--- config.mk ---
export PLATFORM = sky130hd
export DESIGN_NAME = dram_client
export DESIGN_NICKNAME = d
export VERILOG_FILES = /design/src/rtl/dram_client.sv
export SDC_FILE = /design/constraint.sdc
export NUM_CORES = 1
export LEC_CHECK = 0
export ABC_AREA = 1
export ABC_CLOCK_PERIOD_IN_PS = 3900
export CORE_UTILIZATION = 30
export DETAILED_ROUTE_END_ITERATION = 12
export PLACE_DENSITY = 0.5
export RECOVER_POWER = 50
export SLEW_MARGIN = 5
export SYNTH_ARGS = -nofsm -noshare
export SYNTH_HDL_FRONTEND = slang
export SYNTH_SLANG_ARGS = --single-unit
--- constraint.sdc ---
create_clock -name clk -period 3.9 [get_ports clk]
set_input_delay 0.78 -clock clk [delete_from_list [all_inputs] [get_ports clk]]
set_output_delay 0.78 -clock clk [all_outputs]
set_load 0.03 [all_outputs]
--- src/rtl/dram_client.sv ---
// Initiator-side controller for a single-cycle-write, registered-read dual-port RAM.
// Optional write acknowledgements are enabled by defining DRAM_CLIENT_WACK_EN.
module dram_client #(
  parameter int ADDR_WIDTH = 8,
  parameter int DATA_WIDTH = 32,
  parameter int RESP_DEPTH = 4
) (
  input  logic                  clk,
  input  logic                  rst,
  input  logic                  req_valid,
  output logic                  req_ready,
  input  logic                  req_we,
  input  logic [ADDR_WIDTH-1:0] req_addr,
  input  logic [DATA_WIDTH-1:0] req_wdata,
  output logic                  resp_valid,
  input  logic                  resp_ready,
  output logic [DATA_WIDTH-1:0] resp_data,
  output logic                  resp_write,
  output logic                  mem_we,
  output logic [ADDR_WIDTH-1:0] mem_addr_write,
  output logic [ADDR_WIDTH-1:0] mem_addr_read,
  output logic [DATA_WIDTH-1:0] mem_data_in,
  input  logic [DATA_WIDTH-1:0] mem_data_out
);

  localparam int PW = (RESP_DEPTH > 1) ? $clog2(RESP_DEPTH) : 1;
  localparam int OW = $clog2(RESP_DEPTH + 1);
  localparam int CW = OW + 1;

  function automatic logic [PW-1:0] ptr_inc(input logic [PW-1:0] p);
    if (p == PW'(RESP_DEPTH - 1)) return '0;
    else return p + PW'(1);
  endfunction

  function automatic logic [OW-1:0] occ_upd(input logic [OW-1:0] o,
                                            input logic push, input logic pop);
    case ({push, pop})
      2'b10:   return o + OW'(1);
      2'b01:   return o - OW'(1);
      default: return o;
    endcase
  endfunction

  logic            accept;
  logic            issue;
  logic            vld_p1;
  logic            is_wack_p1;
  logic            push;
  logic            pop;
  logic [DATA_WIDTH-1:0] push_data;
  logic [OW-1:0]   occ;
  logic [PW-1:0]   rd_ptr;
  logic [PW-1:0]   wr_ptr;
  logic [CW-1:0]   used;
  logic [DATA_WIDTH-1:0] fifo_data [RESP_DEPTH];
  logic            fifo_wack [RESP_DEPTH];

  // Stage 0: request acceptance and combinational RAM port drive
  // Every in-flight operation already owns a FIFO slot, so occ can never overflow.
  assign used      = CW'(occ) + CW'(vld_p1);
  assign req_ready = !rst && (used < CW'(RESP_DEPTH));
  assign accept    = req_valid & req_ready;

  assign mem_we         = accept & req_we;
  assign mem_addr_write = req_addr;
  assign mem_addr_read  = req_addr;
  assign mem_data_in    = req_wdata;

`ifdef DRAM_CLIENT_WACK_EN
  assign issue = accept;
`else
  assign issue = accept & ~req_we;
`endif

  always_ff @(posedge clk or posedge rst) begin
    if (rst) vld_p1 <= 1'b0;
    else     vld_p1 <= issue;
  end

`ifdef DRAM_CLIENT_WACK_EN
  always_ff @(posedge clk) begin
    is_wack_p1 <= req_we;
  end
`else
  assign is_wack_p1 = 1'b0;
`endif

  // Stage 1: RAM read data is valid now and lands in the response FIFO
  assign push      = vld_p1;
  assign pop       = resp_valid & resp_ready;
  assign push_data = is_wack_p1 ? '0 : mem_data_out;

  always_ff @(posedge clk) begin
    if (push) begin
      fifo_data[wr_ptr] <= push_data;
      fifo_wack[wr_ptr] <= is_wack_p1;
    end
  end

  always_ff @(posedge clk or posedge rst) begin
    if (rst) begin
      occ    <= '0;
      rd_ptr <= '0;
      wr_ptr <= '0;
    end else begin
      occ <= occ_upd(occ, push, pop);
      if (push) wr_ptr <= ptr_inc(wr_ptr);
      if (pop)  rd_ptr <= ptr_inc(rd_ptr);
    end
  end

  // Stage 2: FIFO head presented on the response channel
  assign resp_valid = (occ != '0);
  assign resp_data  = resp_valid ? fifo_data[rd_ptr] : '0;

`ifdef DRAM_CLIENT_WACK_EN
  assign resp_write = resp_valid & fifo_wack[rd_ptr];
`else
  assign resp_write = 1'b0;
`endif

endmodule

* After elaboration in Yosys (flattened, before gate mapping)
Memories as Yosys holds them, arrays and structs flattened. Cells that the tools add are included.
Word-level totals: bits in registers 8, bits in writable memories 128, bits of input ports 77, output and inout bits 84, word-level logic and storage cells 30, memories kept 1
Operators by class: add/subtract/negate cells 5, magnitude comparators 1, equality and inequality tests 4, muxes and demuxes 6, bitwise operators 5, reduce and logical (&&, ||, !) cells 4
Memory list:
- fifo_data | depth 4, bits a word 32, read ports 1, clocked after Yosys merged registers in 0, wr ports 1, RTL line 55 | logic [DATA_WIDTH-1:0] fifo_data [RESP_DEPTH];
Operators with widths (count):
- $mux 32 | 1
- $eq 2x2->1 const B | 3
- $pmux 3 s2 | 1
- $add 2x1->2 const B | 2
- $add 3x1->4 | 1
- $and 1x1->1 | 4
- $lt 4x3->1 const B | 1
- $mux 2 | 2
- $add 3x1->3 const B | 1
- $reduce_bool 3->1 | 1
- $sub 3x1->3 const B | 1
- $eq 2x1->1 const B | 1
- $mux 1 | 2
- $reduce_bool 2->1 | 1
- $logic_and 1x1->1 | 1
- $logic_not 1->1 | 1
- $not 1->1 | 1

* Depth between registers and ports, before layout
word-level depth 5, mapped depth 12, mapped depth without buffers 12

* Worst setup path before layout
OpenSTA, ideal clock, no wires.
path kind input-to-output, start input port rst, end output port mem_we, data arrival time 1.570 ns, data required time 3.120 ns, slack 1.550 ns, stages 3, path buffers 0, cell sequence inv_1 > nand4_1 > nor2_1
On the way: longest elaborated chain between the ends 4
RTL lines:
- start: declaration | RTL line 9 | input logic rst,
- $logic_not 1->1 (no line)
- $logic_and 1x1->1 | RTL line 61 | assign req_ready = !rst && (used < CW'(RESP_DEPTH));
- $and 1x1->1 | RTL line 62 | assign accept = req_valid & req_ready;
- $and 1x1->1 | RTL line 64 | assign mem_we = accept & req_we;
- end: declaration | RTL line 19 | output logic mem_we,
Every way passes these cells.

* Worst setup path in the final report
start register rd_ptr[1], end output port resp_data[1]
On the way: longest elaborated chain between the ends 2
RTL lines:
- start: declaration | RTL line 52 | logic [PW-1:0] rd_ptr;
- start signal: assignment | RTL line 108 | if (pop) rd_ptr <= ptr_inc(rd_ptr);
- $mem_v2 4x32
- $mux 32 | RTL line 114 | assign resp_data = resp_valid ? fifo_data[rd_ptr] : '0;
- end: declaration | RTL line 17 | output logic [DATA_WIDTH-1:0] resp_data,
Every way passes these cells.

==> results.md <==
* Die height at 147 um
* Initial DRC Count at 182
* Crit end category: output port
* Min-delay worst type: reg -> reg
* Placed Cells at 897
* Syn Area/Cell at 10.2 um2
* Hold path cells at 2
* Final Max Slew Viols at 0
* Share of layout cells above drive strength 1 at 0.140
* Routed vias at 4,032
* Total grt overflow at 0
* Hold path start: occ[2]
* Post-CTS setup buffer count at 0
* Fmax at 0.280 GHz
* Slew Limit Headroom at 0.421
* Final TNS setup at 0 ns
* Max Cap Violations at 0
* CP arrival at 2.79 ns
* Peak VDD IR at 0.000629 V
* Post-Syn Instances at 619
* Vias per cell at 4.34
* # hold bufs at CTS at 0
* P per Cell Area at 785 mW/mm2
* Final worst setup slack at 0.330 ns
* RSZ-0062 raised after global routing: no
* Initial antenna violation count at 2
* Synth Register Bits at 136
* Reg2Reg Setup Slack at 2.09 ns
* Worst reg2reg path endpoint: occ[2]
* Die Width at 147 um
* Simple-gate share of the synthesized area at 0.144
* Core Util, Final at 0.373
* Cell Chain, Critical Path: buf_4 > nand3_1 > a21oi_1 > clkdlybuf4s50_1
* RePlAce Congestion at 0.711
* Pwr Total at 5.98 mW
* Crit path time final at 3.57 ns
* Initial core utilization at 0.309
* Commonest non-fill, non-tap cell in the layout: nand2_1
* First-pass GRT wire length at 21.9 mm
* Total routed wirelength at 14.2 mm
* R2R depth at 11
* GRT Util Overall at 0.137
* Port Buffer Count at 71
* Residual DRC at 0
* I/O pin total at 161
* Post-route cell area at 0.00762 mm2
* Hpwl dp at 8.97 mm
* Fillers at 2,017
* # setup viols final at 0
* CTS resizes at 0
* Sequential Area at 0.00405 mm2
* Mapped Area at 0.00632 mm2
* Syn. warnings at 0
* Largest net degree at the start of global routing at 41
* Slew @ Worst Pin at 0.868 ns
* Routed Antenna Nets at 0
* Placed Area at 0.00693 mm2
* Clock sink total at 136
* Max incr delay on CP at 0.87 ns
* Max FO, Critical Path at 19
* Crit Path Class: reg -> out
* Hold Slack at 0.500 ns
* Leakage Power at 3.24 nW
* Final Hold Vio Count at 0
* # nets final at 730
* Compound-Gate Fraction of Synth Area at 0.0293
* Die ar. at 0.0216 mm2
* Syn Nets at 703
* Largest family of logic cells by synthesized area: buffers and inverters
* Register area share after synthesis at 0.640
* Worst skew pair latency at 0.41 ns
* Status: completed
* Clock root cell: clkbuf_16
* Number of distinct library cells after synthesis at 20
* Avg WL per Cell at 15.3 um
* CTS tree: built
* Row count at 52
* CTS Buf Count at 17
* Post-Synth Adder-Cell Area at 0.0151
* Mux contribution to synthesized area at 0
* Most frequent cells in the layout: nand2_1 (143), edfxtp_1 (128), inv_1 (98)
* Multi-input logic area at 0.00120 mm2
* DRT Pass-1 Iters at 4
* Worst r2r src: occ[1]
* Critical Path RT at 3.12 ns
* Area Growth Syn to Fin at 20.7%
* Worst setup SP type: flop
* Post-route insts no fill at 930
* Core area at 0.0204 mm2
* Crit share post-route at 0.915
* Synth Area in XOR/XNOR at 0.00139
* Vias in the first global route at 4,175
* Final clock skew at 0.00761 ns
* CTS max path bufs at 2
* Setup WS pre-CTS at 0.886 ns
* Htree depth at 4
* Hold Crit Endpoint: occ[2]
* Critical-path top delay cell: dfrtp_1
* Clock transition at the registers of the reported paths at 0.06 ns
-- Yosys cell counts --
library cell | instances | area share
o21ai_1 | 2 | 0.0016
nand4_1 | 2 | 0.0020
dfrtp_1 | 8 | 0.032
a21oi_1 | 33 | 0.026
nor2_1 | 2 | 0.0012
buf_6 | 4 | 0.0071
buf_4 | 50 | 0.059
ha_1 | 6 | 0.012
edfxtp_1 | 128 | 0.61
xnor2_1 | 1 | 0.0014
or2_1 | 1 | 0.00099
nand3_1 | 67 | 0.053
conb_1 | 1 | 0.00059
buf_2 | 19 | 0.015
fa_1 | 1 | 0.0032
inv_2 | 46 | 0.027
nand2_1 | 143 | 0.085
nand3_2 | 1 | 0.0016
inv_1 | 102 | 0.061
o21ai_0 | 2 | 0.0016
-- flip-flops by register name, summed over array words and instances (netlist names) --
name       count
fifo_data    128
occ            3
rd_ptr         2
wr_ptr         2
push           1
-- layer usage --
layer	vias up	global-route usage	routed length, um
li1	1950	-	-
met1	1935	0.152	5750
met2	88	0.235	7120
met3	57	0.0329	665
met4	2	0.0887	683
met5	-	0	10
-- critical path: cells and delay by family, from the launching register on --
family	cells	cell delay, ns
buf+inv	2	1.12
flops	1	0.87
compound gates	1	0.23
simple gates	1	0.14
-- layout make-up --
type,count,share of cell area
Antenna cell,1,0.000328
Clock buffer,17,0.0558
Clock inverter,15,0.0356
Inverter,148,0.0729
Multi-Input combinational cell,262,0.158
Sequential cell,136,0.531
Tap cell,270,0.0443
Timing Repair Buffer,81,0.103
-- kinds of logic after synthesis --
family | count (synthesis)
buffers and inverters | 221
and+or+nand+nor | 216
DFF | 136
AOI/OAI and AO/OA | 37
adders and majority gates | 7
xor gates and xnor gates | 1
other | 1
-- how the worst max path moves through the flow --
stage              start            to  slack (ns)
2_1_floorplan        rst        mem_we        1.55
3_3_place_gp         rst        mem_we        0.84
3_5_place_dp         rst        mem_we        0.89
4_1_cts        rd_ptr[0]  resp_data[7]        0.47
5_1_grt        rd_ptr[1]  resp_data[1]        0.22
6_report       rd_ptr[1]  resp_data[1]        0.33
-- power by group --
part	switching [mW]	internal, mW	total (mW)
Clock	0.613	1.27	1.88
Combinational	1.46	0.834	2.30
Sequential	0.108	1.70	1.80
Power figures use the tool's default switching activity.
